==> src/rtl/mem_edit_ctrl_pkg.sv <==
// Shared types and default widths for the RAM editor controller.
package mem_edit_pkg;

   localparam int AW_DEFAULT = 4;
   localparam int DW_DEFAULT = 8;

   typedef enum logic [1:0] {IDLE, RD, WR} state_t;

   typedef enum logic [2:0] {OP_NONE, OP_AINC, OP_ADEC, OP_DINC, OP_DDEC} op_t;

endpackage

==> src/rtl/mem_edit_ctrl_if.sv <==
// RAM-side bus of the editor controller: address, write data/strobe, read data, busy.
interface mem_edit_ctrl_if #(
   parameter int AW = 4,
   parameter int DW = 8
);
   // No valid/ready here: we is a single-cycle write strobe qualified by a/din in the
   // same cycle, and dout is the RAM's registered read of the a sampled one edge earlier.
   logic [AW-1:0] a;
   logic [DW-1:0] din;
   logic          we;
   logic          busy;
   logic [DW-1:0] dout;

   modport master (output a, din, we, busy, input dout);
   modport slave  (input a, din, we, busy, output dout);
endinterface

==> src/rtl/mem_edit_ctrl_key_debounce.sv <==
// One active-low pushbutton: 2-flop synchroniser, debounce counter and press pulse.
module key_debounce #(
   parameter int DEBOUNCE_CYCLES = 1000000
) (
   input  logic clk,
   input  logic reset,
   input  logic key_n,
   output logic level,
   output logic press
);

   localparam int CW = (DEBOUNCE_CYCLES > 1) ? $clog2(DEBOUNCE_CYCLES) : 1;
   localparam logic [CW-1:0] CNT_MAX = CW'(DEBOUNCE_CYCLES - 1);

   logic          sync1;
   logic          sync2;
   logic [CW-1:0] cnt;

   always_ff @(posedge clk) begin
      if (reset) begin
         sync1 <= 1'b1;
         sync2 <= 1'b1;
         level <= 1'b1;
         cnt   <= '0;
         press <= 1'b0;
      end else begin
         sync1 <= key_n;
         sync2 <= sync1;
         press <= 1'b0;
         if (sync2 == level) begin
            cnt <= '0;
         end else if (cnt == CNT_MAX) begin
            // Level flips here; only the 1->0 direction is a press.
            level <= sync2;
            cnt   <= '0;
            press <= level;
         end else begin
            cnt <= cnt + 1'b1;
         end
      end
   end

endmodule

==> src/rtl/mem_edit_ctrl.sv <==
// Pushbutton-driven editor for a 16x8 synchronous RAM: address step and data +/-1 via RMW.
module mem_edit_ctrl
   import mem_edit_pkg::*;
#(
   parameter int DEBOUNCE_CYCLES = 1000000,
   parameter int AW = AW_DEFAULT,
   parameter int DW = DW_DEFAULT
) (
   input  logic         clk,
   input  logic         reset,
   input  logic [3:0]   KEY,
   mem_edit_ctrl_if.master bus,
   output logic [3:0]   key_level,
   output state_t       dbg_state
);

   logic [3:0] press;

   for (genvar k = 0; k < 4; k++) begin : g_key
      key_debounce #(.DEBOUNCE_CYCLES(DEBOUNCE_CYCLES)) u_key (
         .clk   (clk),
         .reset (reset),
         .key_n (KEY[k]),
         .level (key_level[k]),
         .press (press[k])
      );
   end

   state_t        state_q, state_d;
   op_t           op_q, op_d;
   logic [AW-1:0] a_q, a_d;
   logic [DW-1:0] din_q, din_d;
   logic          we_q, we_d;
   logic          busy_q, busy_d;

   always_ff @(posedge clk) begin
      if (reset) begin
         state_q <= IDLE;
         op_q    <= OP_NONE;
         a_q     <= '0;
         din_q   <= '0;
         we_q    <= 1'b0;
         busy_q  <= 1'b0;
      end else begin
         state_q <= state_d;
         op_q    <= op_d;
         a_q     <= a_d;
         din_q   <= din_d;
         we_q    <= we_d;
         busy_q  <= busy_d;
      end
   end

   always_comb begin
      state_d = state_q;
      op_d    = op_q;
      a_d     = a_q;
      din_d   = din_q;
      we_d    = we_q;
      busy_d  = busy_q;
      unique case (state_q)
         IDLE: begin
            // Lowest key index wins; the rest of a simultaneous set is dropped.
            if (press[0]) begin
               op_d    = OP_DDEC;
               state_d = RD;
               busy_d  = 1'b1;
            end else if (press[1]) begin
               op_d    = OP_DINC;
               state_d = RD;
               busy_d  = 1'b1;
            end else if (press[2]) begin
               a_d = a_q - 1'b1;
            end else if (press[3]) begin
               a_d = a_q + 1'b1;
            end
         end
         RD: begin
            din_d   = (op_q == OP_DINC) ? DW'(bus.dout + 1'b1) : DW'(bus.dout - 1'b1);
            we_d    = 1'b1;
            state_d = WR;
         end
         WR: begin
            we_d    = 1'b0;
            busy_d  = 1'b0;
            op_d    = OP_NONE;
            state_d = IDLE;
         end
         default: state_d = IDLE;
      endcase
   end

   assign bus.a     = a_q;
   assign bus.din   = din_q;
   assign bus.we    = we_q;
   assign bus.busy  = busy_q;
   assign dbg_state = state_q;

endmodule

==> src/flat_wrapper.sv <==
// flat-port wrapper written by rule: the top's interface ports become plain ports
module mem_edit_ctrl_flat import mem_edit_pkg::*;
#(
   parameter int DEBOUNCE_CYCLES = 1000000,
   parameter int AW = AW_DEFAULT,
   parameter int DW = DW_DEFAULT
)
  (clk, reset, KEY, key_level, dbg_state, bus_a, bus_din, bus_we, bus_busy, bus_dout);
  mem_edit_ctrl_if #(.AW(AW), .DW(DW)) bus_i ();
  input  logic clk;
  input  logic reset;
  input  logic [3:0] KEY;
  output logic [3:0] key_level;
  output state_t dbg_state;
  output wire logic [$bits(bus_i.a)-1:0] bus_a;
  output wire logic [$bits(bus_i.din)-1:0] bus_din;
  output wire logic [$bits(bus_i.we)-1:0] bus_we;
  output wire logic [$bits(bus_i.busy)-1:0] bus_busy;
  input wire logic [$bits(bus_i.dout)-1:0] bus_dout;
  assign bus_a = bus_i.a;
  assign bus_din = bus_i.din;
  assign bus_we = bus_i.we;
  assign bus_busy = bus_i.busy;
  assign bus_i.dout = bus_dout;
  mem_edit_ctrl #(.DEBOUNCE_CYCLES(DEBOUNCE_CYCLES), .AW(AW), .DW(DW)) u_core (.clk(clk), .reset(reset), .KEY(KEY), .bus(bus_i), .key_level(key_level), .dbg_state(dbg_state));
endmodule
==> config.mk <==
export PLATFORM = sky130hd
export DESIGN_NAME = mem_edit_ctrl_flat
export DESIGN_NICKNAME = d
export VERILOG_FILES = /design/src/rtl/mem_edit_ctrl_pkg.sv /design/src/rtl/mem_edit_ctrl_if.sv /design/src/rtl/mem_edit_ctrl_key_debounce.sv /design/src/rtl/mem_edit_ctrl.sv /design/src/flat_wrapper.sv
export SDC_FILE = /design/constraint.sdc
export NUM_CORES = 1
export LEC_CHECK = 0
export BUFFER_PORTS_ARGS = -buffer_cell sky130_fd_sc_hd__buf_2
export CAP_MARGIN = 20
export CORE_MARGIN = 8
export CORE_UTILIZATION = 30
export CTS_CLUSTER_SIZE = 30
export DETAILED_ROUTE_END_ITERATION = 7
export GPL_TIMING_DRIVEN = 1
export PLACE_DENSITY = 0.48
export SYNTH_ARGS = -nofsm -noshare
export SYNTH_HDL_FRONTEND = slang
export SYNTH_SLANG_ARGS = --single-unit
export TNS_END_PERCENT = 20
==> constraint.sdc <==
create_clock -name clk -period 3 [get_ports clk]
set_clock_uncertainty 0.2 [all_clocks]
set_input_delay 0.3 -clock clk [delete_from_list [all_inputs] [get_ports clk]]
set_output_delay 0.3 -clock clk [all_outputs]
set_load 0.02 [all_outputs]
==> results of run 1 <==
## cell type report
class / instances / area (um2) / share of cell area
Clock buffer: 21 / 450 / 0.0708
Clock inverter: 11 / 160 / 0.0252
Inverter: 22 / 82.6 / 0.0130
Multi-Input combinational cell: 445 / 2840 / 0.446
Sequential cell: 114 / 2280 / 0.359
Tap cell: 225 / 282 / 0.0442
Timing Repair Buffer: 45 / 268 / 0.0421
## sequential cells by signal, summed over array words and instances (netlist names)
name                      cells
u_core.g_key.u_key.sync1      4
u_core.bus.busy               1
u_core.bus.a                  4
u_core.g_key.u_key.level      4
u_core.bus.we                 1
u_core.bus.din                8
u_core.g_key.u_key.cnt       80
u_core.dbg_state              2
u_core.op_q                   2
u_core.g_key.u_key.press      4
u_core.g_key.u_key.sync2      4
## cells in the mapped netlist (5+ instances only)
cell type	instances	area share
or2_2	12	0.014
dfxtp_1	114	0.43
mux2i_1	6	0.011
nor3_1	8	0.0075
and2_1	5	0.0059
and4_1	7	0.012
xor2_1	24	0.039
nor2_1	73	0.051
nand2_1	30	0.021
and3_1	8	0.0094
a211oi_1	6	0.0085
nand4_1	21	0.025
nor3b_1	7	0.0099
ha_1	17	0.040
clkbuf_1	20	0.014
a21oi_1	31	0.029
or4_1	9	0.013
o31ai_1	5	0.0070
inv_1	22	0.015
o21ai_0	27	0.025
or3_1	22	0.026
xnor2_1	33	0.054
nor4b_1	7	0.012
nor4_1	12	0.014
nand3_1	36	0.034
## where the power goes
group / internal (mW) / switching [mW] / total, mW
registers: 1.55 / 0.0242 / 1.58
clock network: 1.40 / 0.680 / 2.08
logic: 0.106 / 0.153 / 0.258
## cells in the final DEF (no fill, tap or decap), types with 5 or more instances in the layout
cell type        n
nor3b_1          7
or3_1           22
o21ai_0         27
nor4b_1          7
buf_2           33
a21oi_1         31
nor2_1          73
o31ai_1          5
or4_1            9
ha_1            17
inv_1           22
or2_2           12
nor4_1          12
and4_1           7
a211oi_1         6
dfxtp_1        114
nand3_1         36
nor3_1           8
mux2i_1          6
dlygate4sd3_1    5
clkbuf_16       17
xnor2_1         33
and3_1           8
nand2_1         30
clkinv_2         5
nand4_1         21
buf_4            7
xor2_1          24
and2_1           5
## per-stage QoR
stage / area, um2 / std cells / utilization / setup slack [ps]
5_1_grt: 6360 / 883 / 0.367 / 400
3_3_place_gp: 5700 / 846 / 0.329 / 529
2_1_floorplan: 5330 / 607 / - / 679
6_report: 6360 / 883 / 0.367 / 512
3_5_place_dp: 5700 / 846 / 0.329 / 490
4_1_cts: 6360 / 883 / 0.367 / 493
## cells by family after synthesis
family / after synthesis
AO/OA/AOI/OAI: 89
XOR/XNOR: 57
adder cells (fa/ha/maj): 19
buffers and inverters: 48
flip-flops: 114
multiplexers: 7
AND/OR/NAND/NOR: 273
## per-layer routing
layer,wire [um],global-route usage,vias to the layer above
li1,-,-,2219
met1,5620,0.132,2045
met2,5200,0.176,62
met3,552,0.0373,17
met4,206,0.0490,0
met5,0,0,-
## repair_timing
item	CTS	global route
hold endpoints to repair	5	0
endpoints found under the setup margin	0	0
hold buffers	5	0
setup buffers	0	0
## final timing paths
check | cells after the start | slack (ps) | end
worst max-delay path | 6 | 510 | u_core.bus.din[6]$_SDFFE_PP0N_
worst min-delay path | 4 | 120 | u_core.bus.din[7]$_SDFFE_PP0N_
worst min register to register | 1 | 210 | u_core.g_key[1].u_key.sync2$_SDFF_PP1_
worst max register to register | 6 | 510 | u_core.bus.din[6]$_SDFFE_PP0N_
## worst max-delay path, delay by kind of cell (launching register included)
family / cells / cell delay [ps]
flops: 1 / 300
simple gates: 3 / 900
compound gates: 2 / 490
fa+ha+maj: 1 / 480
==> impl_metrics.csv, run 1 <==
group,metric,value,unit
run_status,status,"finished, final reports clean",
critical_path,arrival,2570,ps
finish,fin_nets,678,
die,rows,48,
placed_design,portBuffers,33,
hold_path,hold_path.class,"in -> reg",
die,start_util,0.307,
placed_design,gp_congestion,0.791,
timing,hold-worst-slack,120,ps
timing,setup_tns,0,ps
clock_tree,root_buffer,"clkbuf_16",
clock_tree,clock_path_buffers,2,
clock_tree,clk_latency,410,ps
power_and_ir_drop,vdd_drop_max,0.000324,V
critical_path,crit_slowest_cell,"or4_1",
timing,rsz0062_at_grt,"no",
synthesis,yosys_warnings,0,
die,ios,34,
power_and_ir_drop,finalPower,3.91,mW
routing,wl_per_cell,13.1,um
synthesis,yosys.area_share.simple,0.277,
die,die_area,22300,um2
finish,drive_above_1_share,0.132,
synthesis,synth_adder_area_share,0.0474,
synthesis,netlist_area,5330,um2
timing,relSlewSlack,0.620,
synthesis,synth_compound_area_frac,0.101,
global_routing,antenna_found_initial,0,
job,timing.max_cap.violations,0,
routing,firstDrtPassIters,4,
timing,period_minus_slack,2490,ps
synthesis,synth_fp_nets,640,
global_routing,grt_pass1_vias,4263,
timing,final-max-slew-violation-count,0,
synthesis,ys_ff_latch,114,
routing,vias,4343,
global_routing,grt_usage,0.110,
power_and_ir_drop,powerDensity,615,nW/um2
finish,n_fill_cell,1762,
clock_tree,post_cts_resize_count,0,
synthesis,synth_xor_area_frac,0.0937,
critical_path,critPathKind,"reg -> reg",
synthesis,netlist_instances,607,
finish,area_delta_synth_final,19.4,%
clock_tree,cts.htree.levels,4,
critical_path,critPathRequiredTime,3090,ps
routing,drt_iter0_drc,221,
global_routing,gr-total-overflow,0,
critical_path,worstPathMaxFanout,8,
synthesis,muxShareOfSynthArea,0.0134,
synthesis,ys.flop_type,"dfxtp_1",
synthesis,seq_area_frac_synth,0.428,
placed_design,place_hpwl,8260,um
synthesis,synth_edf_count,0,
critical_path,r2r_start,"u_core.op_q[2]$_SDFFE_PP0P_",
die,die_w,149,um
critical_path,max_stage_delay,510,ps
timing,finalCritPeriodShare,0.829,
critical_path,crit_path_start,"u_core.op_q[2]$_SDFFE_PP0P_",
clock_tree,numCtsBuffers,17,
synthesis,synth_top_family_by_area,"simple AND/OR/NAND/NOR gates",
clock_tree,clkTransAtPathRegs,50,ps
critical_path,end_kind,"register",
routing,drt_wl_total,11600,um
die,die_y,149,um
die,core_region_area,17400,um2
synthesis,async_flop_share,0,
finish,diodes,0,
critical_path,path_cells,"nand2b_1, fa_1, a21o_1, a211oi_1, nor4_1, or4_1",
timing,tightest_slew,569,ps
clock_tree,cts_sinks,114,
synthesis,synthDistinctLibCells,47,
routing,viasPerCell,4.92,
global_routing,grt_max_degree,29,
synthesis,synth_area_per_cell,8.78,um2
routing,drc,0,
timing,finalSetupViolCount,0,
power_and_ir_drop,p_leak,2.12,nW
clock_tree,cts_tree,"yes",
routing,drtAntennaViolNets,0,
timing,clock.fmax,402,MHz
timing,final_hold_viol_count,0,
global_routing,grt_pass1_wl,19900,um
hold_path,hold_start,"bus_dout[7]",
critical_path,cp-start-kind,"register",
Power figures use the tool's default switching activity.
==> run 2, diff against run 1 <==
- clock period: 3 -> 2.5 ns (I/O delays scaled with it)
==> run 2 against run 1 <==
Critical path depth is 1 higher. Global-route usage is 0.14 points lower. Via count is 0.51% lower. Non-clock buffer count is 6 higher. Sequential power is 20% higher. Die area stayed put. Sequential cell count stayed put. Core utilization hardly changed. Largest power group unchanged. Count of clock-buffer cells in the layout is 2 higher.
==> impl_metrics.csv, run 2 (synthesized netlist as in run 1, its figures left out) <==
group,metric,value,unit
power_and_ir_drop,p_sw,992,uW
die,start_util,0.307,
clock_tree,cts_sinks,114,
hold_path,hold_path.class,"in -> reg",
critical_path,critPathRequiredTime,2580,ps
placed_design,place_hpwl,8220,um
critical_path,crit_slowest_cell,"dlygate4sd3_1",
die,die_w,149,um
power_and_ir_drop,combPwrFrac,0.071,
clock_tree,post_cts_resize_count,0,
global_routing,met3_usage,0.0346,
finish,regMostFlops,"u_core.g_key.u_key.cnt",
critical_path,r2r_start,"u_core.op_q[2]$_SDFFE_PP0P_",
clock_tree,root_buffer,"clkbuf_16",
clock_tree,clock_path_buffers,2,
finish,regArea,2280,um2
clock_tree,numCtsBuffers,17,
critical_path,cp_top_family,"buffers and inverters",
critical_path,max_stage_delay,540,ps
placed_design,portBuffers,33,
global_routing,grt_max_degree,21,
placed_design,gp_congestion,0.813,
timing,tightest_slew,521,ps
critical_path,critPathKind,"in -> reg",
critical_path,cp-start-kind,"input port",
global_routing,grt_use_met2,0.162,
power_and_ir_drop,vdd_drop_max,0.000603,V
critical_path,critPathBufInv,2,
power_and_ir_drop,p_seq_frac,0.417,
timing,final-max-slew-violation-count,0,
clock_tree,clk_latency,400,ps
critical_path,end_kind,"register",
power_and_ir_drop,p_leak,2.13,nW
finish,n_fill_cell,1760,
critical_path,path_cells,"dlygate4sd3_1, buf_2, fa_1, a21o_1, a211oi_1, nor4_1, or4_1",
routing,drt_iter0_drc,187,
routing,viasPerCell,4.88,
global_routing,grt_pass1_wl,19900,um
routing,drt_wl_total,11300,um
power_and_ir_drop,p_clk_frac,0.513,
timing,finalSetupViolCount,0,
timing,finalCritPeriodShare,0.960,
timing,clock.fmax,417,MHz
critical_path,arrival,2480,ps
critical_path,worstReg2RegEnd,"u_core.bus.din[6]$_SDFFE_PP0N_",
hold_path,holdPathEnd,"u_core.bus.din[7]$_SDFFE_PP0N_",
finish,drive_above_1_share,0.138,
finish,fin_nets,684,
critical_path,r2r_slack,140,ps
timing,period_minus_slack,2400,ps
global_routing,grt_pass1_vias,4233,
timing,setup_tns,0,ps
finish,multiInputGateArea,2840,um2
global_routing,antenna_found_initial,0,
timing,final_hold_viol_count,0,
clock_tree,cts_tree,"yes",
finish,final_cell_mix,"dfxtp_1 (114), nor2_1 (73), nand3_1 (36), xnor2_1 (33), buf_2 (33)",
finish,area_delta_synth_final,19.4,%
finish,layout.cells.most_common,"dfxtp_1",
hold_path,hold_depth,4,
clock_tree,clkTransAtPathRegs,50,ps
routing,drtAntennaViolNets,0,
timing,hold-worst-slack,67.8,ps
power_and_ir_drop,p_sw_frac,0.219,
global_routing,grt_usage,0.109,
die,die_area,22300,um2
die,die_y,149,um
global_routing,gr-total-overflow,0,
timing,rsz0062_at_grt,"no",
power_and_ir_drop,powerDensity,712,nW/um2
global_routing,gr-max-usage-layer,"met2",
timing,relSlewSlack,0.649,
routing,firstDrtPassIters,4,
routing,vias,4321,
finish,diodes,0,
critical_path,r2r_cells,6,
hold_path,hold_start,"bus_dout[7]",
finish,largest_reg_flops,80,
run_status,status,"finished, final reports clean",
die,rows,48,
routing,drc,0,
die,ios,34,
critical_path,worstPathMaxFanout,3,
clock_tree,cts.htree.levels,4,
routing,wl_per_cell,12.7,um
job,timing.max_cap.violations,0,
global_routing,met1_usage,0.144,
clock_tree,post-cts-setup-buffer-count,0,
power_and_ir_drop,internal_power,3.54,mW
die,core_region_area,17400,um2
run 2: cell types whose count changed in the layout (fill, tap and decap cells not counted):
cell and delta:
buf_4 +6, clkbuf_8 +3, clkinv_2 -1, clkinvlp_4 -2, bufinv_16 -2, clkbuf_1 -1
run 2: through the flow:
stage / util / power [mW] / instance area (um2) / setup slack [ps] / instances
2_1_floorplan: - / 2.13 / 5330 / 179 / 607
3_3_place_gp: 0.331 / 2.24 / 5750 / 157 / 852
3_5_place_dp: 0.331 / 2.25 / 5750 / 133 / 852
4_1_cts: 0.367 / 4.62 / 6360 / 115 / 886
5_1_grt: 0.367 / 4.74 / 6360 / 32.2 / 886
6_report: 0.367 / 4.53 / 6360 / 99.0 / 886
run 2: how the worst max path moves through the flow:
stage | startpoint | endpoint | cells past startpoint
final | bus_dout[0] | u_core.bus.din[6]$_SDFFE_PP0N_ | 7
after global routing | u_core.op_q[2]$_SDFFE_PP0P_ | u_core.bus.din[6]$_SDFFE_PP0N_ | 6
after detailed placement | u_core.op_q[2]$_SDFFE_PP0P_ | u_core.bus.din[6]$_SDFFE_PP0N_ | 6
after global placement | u_core.op_q[2]$_SDFFE_PP0P_ | u_core.bus.din[6]$_SDFFE_PP0N_ | 6
after CTS | bus_dout[0] | u_core.bus.din[6]$_SDFFE_PP0N_ | 7
after floorplan | u_core.op_q[2]$_SDFFE_PP0P_ | u_core.bus.din[6]$_SDFFE_PP0N_ | 6
run 2: repair_timing:
| item | CTS | global route |
|---|---|---|
| hold endpoints to repair | 5 | 0 |
| setup endpoints to repair | 0 | 0 |
| hold buffers | 5 | 0 |
run 2: area by class of cell:
type                    instances  area share
well taps                     225      0.0442
clock buffers                  23      0.0767
clock inverters                 6      0.0126
inverters                      22      0.0130
repair buffers                 51      0.0491
flip-flops and latches        114       0.359
multi-input cells             445       0.446
run 2: power by group through the flow:
stage / logic [mW] / clock network [mW] / registers [mW]
after floorplan: 0.171 / 0 / 1.96
after global placement: 0.314 / 0 / 1.93
final: 0.320 / 2.32 / 1.89
after CTS: 0.327 / 2.41 / 1.89
after detailed placement: 0.320 / 0 / 1.93
after global routing: 0.362 / 2.48 / 1.89
run 2: metal layers:
layer	wire length [um]	share of wire
met1	5850	0.52
met2	4890	0.43
met3	424	0.038
met4	129	0.011
met5	0	0
run 2: tightest hold or removal path: cells and delay by family:
family / cells / cell delay, ps
AOI/OAI and AO/OA: 2 / 170
xor gates and xnor gates: 1 / 120
buffers and inverters: 1 / 90
==> run 3, diff against run 2 <==
- RECOVER_POWER: default -> 25
==> run 3 against run 2 <==
Maximum frequency increased by 0.13%. Register-to-register slack about the same. Count of clock-buffer cells in the layout unchanged. Setup slack improved by 3.2 ps. Critical path depth unchanged. First-iteration DRC count increased by 1.1%. Largest cell class unchanged. Largest power group unchanged.
==> impl_metrics.csv, run 3 (synthesized netlist as in run 1, its figures left out) <==
group,metric,value,unit
clock_tree,cts.htree.levels,4,
clock_tree,numCtsBuffers,17,
critical_path,end_kind,"register",
critical_path,critPathRequiredTime,2570,ps
power_and_ir_drop,vdd_drop_max,0.000596,V
timing,rsz0062_at_grt,"no",
placed_design,place_hpwl,8220,um
finish,diodes,0,
critical_path,critPathKind,"in -> reg",
global_routing,grt_max_degree,21,
placed_design,dpl_cell_area,5750,um2
critical_path,worstPathMaxFanout,3,
global_routing,grt_usage,0.109,
clock_tree,clock_path_buffers,2,
placed_design,pre_cts_ws,133,ps
timing,final-max-slew-violation-count,0,
global_routing,grt_pass1_vias,4233,
clock_tree,cts_sinks,114,
critical_path,cp-start-kind,"input port",
critical_path,r2r_slack,140,ps
global_routing,grt_pass1_wl,19900,um
routing,drt_wl_total,11300,um
finish,regMostFlops,"u_core.g_key.u_key.cnt",
critical_path,r2r_start,"u_core.op_q[2]$_SDFFE_PP0P_",
timing,final_hold_viol_count,0,
die,rows,48,
die,ios,34,
hold_path,hold_path.class,"in -> reg",
timing,setup_tns,0,ps
clock_tree,root_buffer,"clkbuf_16",
hold_path,hold_depth,4,
clock_tree,clkTransAtPathRegs,50,ps
run_status,status,"finished, final reports clean",
critical_path,r2r_cells,6,
timing,relSlewSlack,0.427,
finish,largest_reg_flops,80,
placed_design,portBuffers,33,
power_and_ir_drop,finalPower,4.52,mW
critical_path,worstReg2RegEnd,"u_core.bus.din[6]$_SDFFE_PP0N_",
hold_path,holdPathEnd,"u_core.bus.din[7]$_SDFFE_PP0N_",
routing,viasPerCell,4.87,
global_routing,gr-total-overflow,0,
critical_path,arrival,2470,ps
finish,drive_above_1_share,0.106,
timing,period_minus_slack,2400,ps
finish,fin_nets,684,
finish,final_cell_mix,"dfxtp_1 (114), nor2_1 (73), nand3_1 (36), xnor2_1 (33), a21oi_1 (31)",
power_and_ir_drop,p_leak,2.06,nW
timing,finalSetupViolCount,0,
die,core_region_area,17400,um2
timing,finalCritPeriodShare,0.959,
finish,design_area,6340,um2
routing,drtAntennaViolNets,0,
die,start_util,0.307,
power_and_ir_drop,powerDensity,714,nW/um2
hold_path,hold_start,"bus_dout[7]",
finish,layout.cells.most_common,"dfxtp_1",
global_routing,antenna_found_initial,0,
clock_tree,cts_tree,"yes",
die,die_w,149,um
placed_design,gp_congestion,0.813,
die,die_area,22300,um2
routing,drc,0,
die,die_y,149,um
routing,drt_iter0_drc,189,
finish,area_delta_synth_final,18.9,%
clock_tree,clk_latency,400,ps
routing,firstDrtPassIters,4,
timing,clock.fmax,417,MHz
critical_path,crit_path_start,"bus_dout[0]",
timing,tightest_slew,859,ps
job,timing.max_cap.violations,0,
timing,post-route-worst-setup-slack,102,ps
routing,vias,4314,
routing,wl_per_cell,12.8,um
[run 3: changes by cell type in the layout (fill, tap and decap cells not counted)]
cell / delta
buf_2: -20
buf_4: -1
clkbuf_1: +21
[run 3: cell type report]
cell class | instances | area [um2]
well taps | 225 | 282
inverters | 22 | 82.6
repair buffers | 51 | 284
flip-flops and latches | 114 | 2280
fillers | 1770 | 11000
clock buffers | 23 | 488
multi-input cells | 445 | 2840
clock inverters | 6 | 80.1
[run 3: timing repair]
action,4_1_cts,5_1_grt
buffers inserted,0,0
resized for setup,0,0
hold buffers,5,0
endpoints found under the hold margin,5,0
[run 3: layer usage]
layer,part of all wire,global-route usage,vias up
met5,0,0,-
met4,0.011,0.0399,0
met3,0.038,0.0346,11
met2,0.43,0.162,50
met1,0.52,0.144,2010
li1,-,-,2243
[run 3: power breakdown]
group | internal (mW) | switching (mW)
sequential | 1.86 | 0.0287
clock | 1.55 | 0.777
combinational | 0.124 | 0.186
[run 3: stage by stage]
| step | std cells | util | hold WS (ps) |
|---|---|---|---|
| floorplan | 607 | - | 149 |
| global placement | 852 | 0.331 | 196 |
| detailed placement | 852 | 0.331 | 194 |
| CTS | 886 | 0.367 | 57.2 |
| global route | 886 | 0.365 | 114 |
| finish | 886 | 0.365 | 68.2 |
[run 3: worst max path at each step]
| stage | cells past startpoint | to |
|---|---|---|
| detailed placement | 6 | u_core.bus.din[6]$_SDFFE_PP0N_ |
| global route | 6 | u_core.bus.din[6]$_SDFFE_PP0N_ |
| CTS | 7 | u_core.bus.din[6]$_SDFFE_PP0N_ |
| floorplan | 6 | u_core.bus.din[6]$_SDFFE_PP0N_ |
| finish | 7 | u_core.bus.din[6]$_SDFFE_PP0N_ |
| global placement | 6 | u_core.bus.din[6]$_SDFFE_PP0N_ |
[run 3: critical path, cell delays in order]
cell           delay (ps)
dlygate4sd3_1         530
buf_2                 150
fa_1                  460
a21o_1                190
a211oi_1              310
nor4_1                 90
or4_1                 500
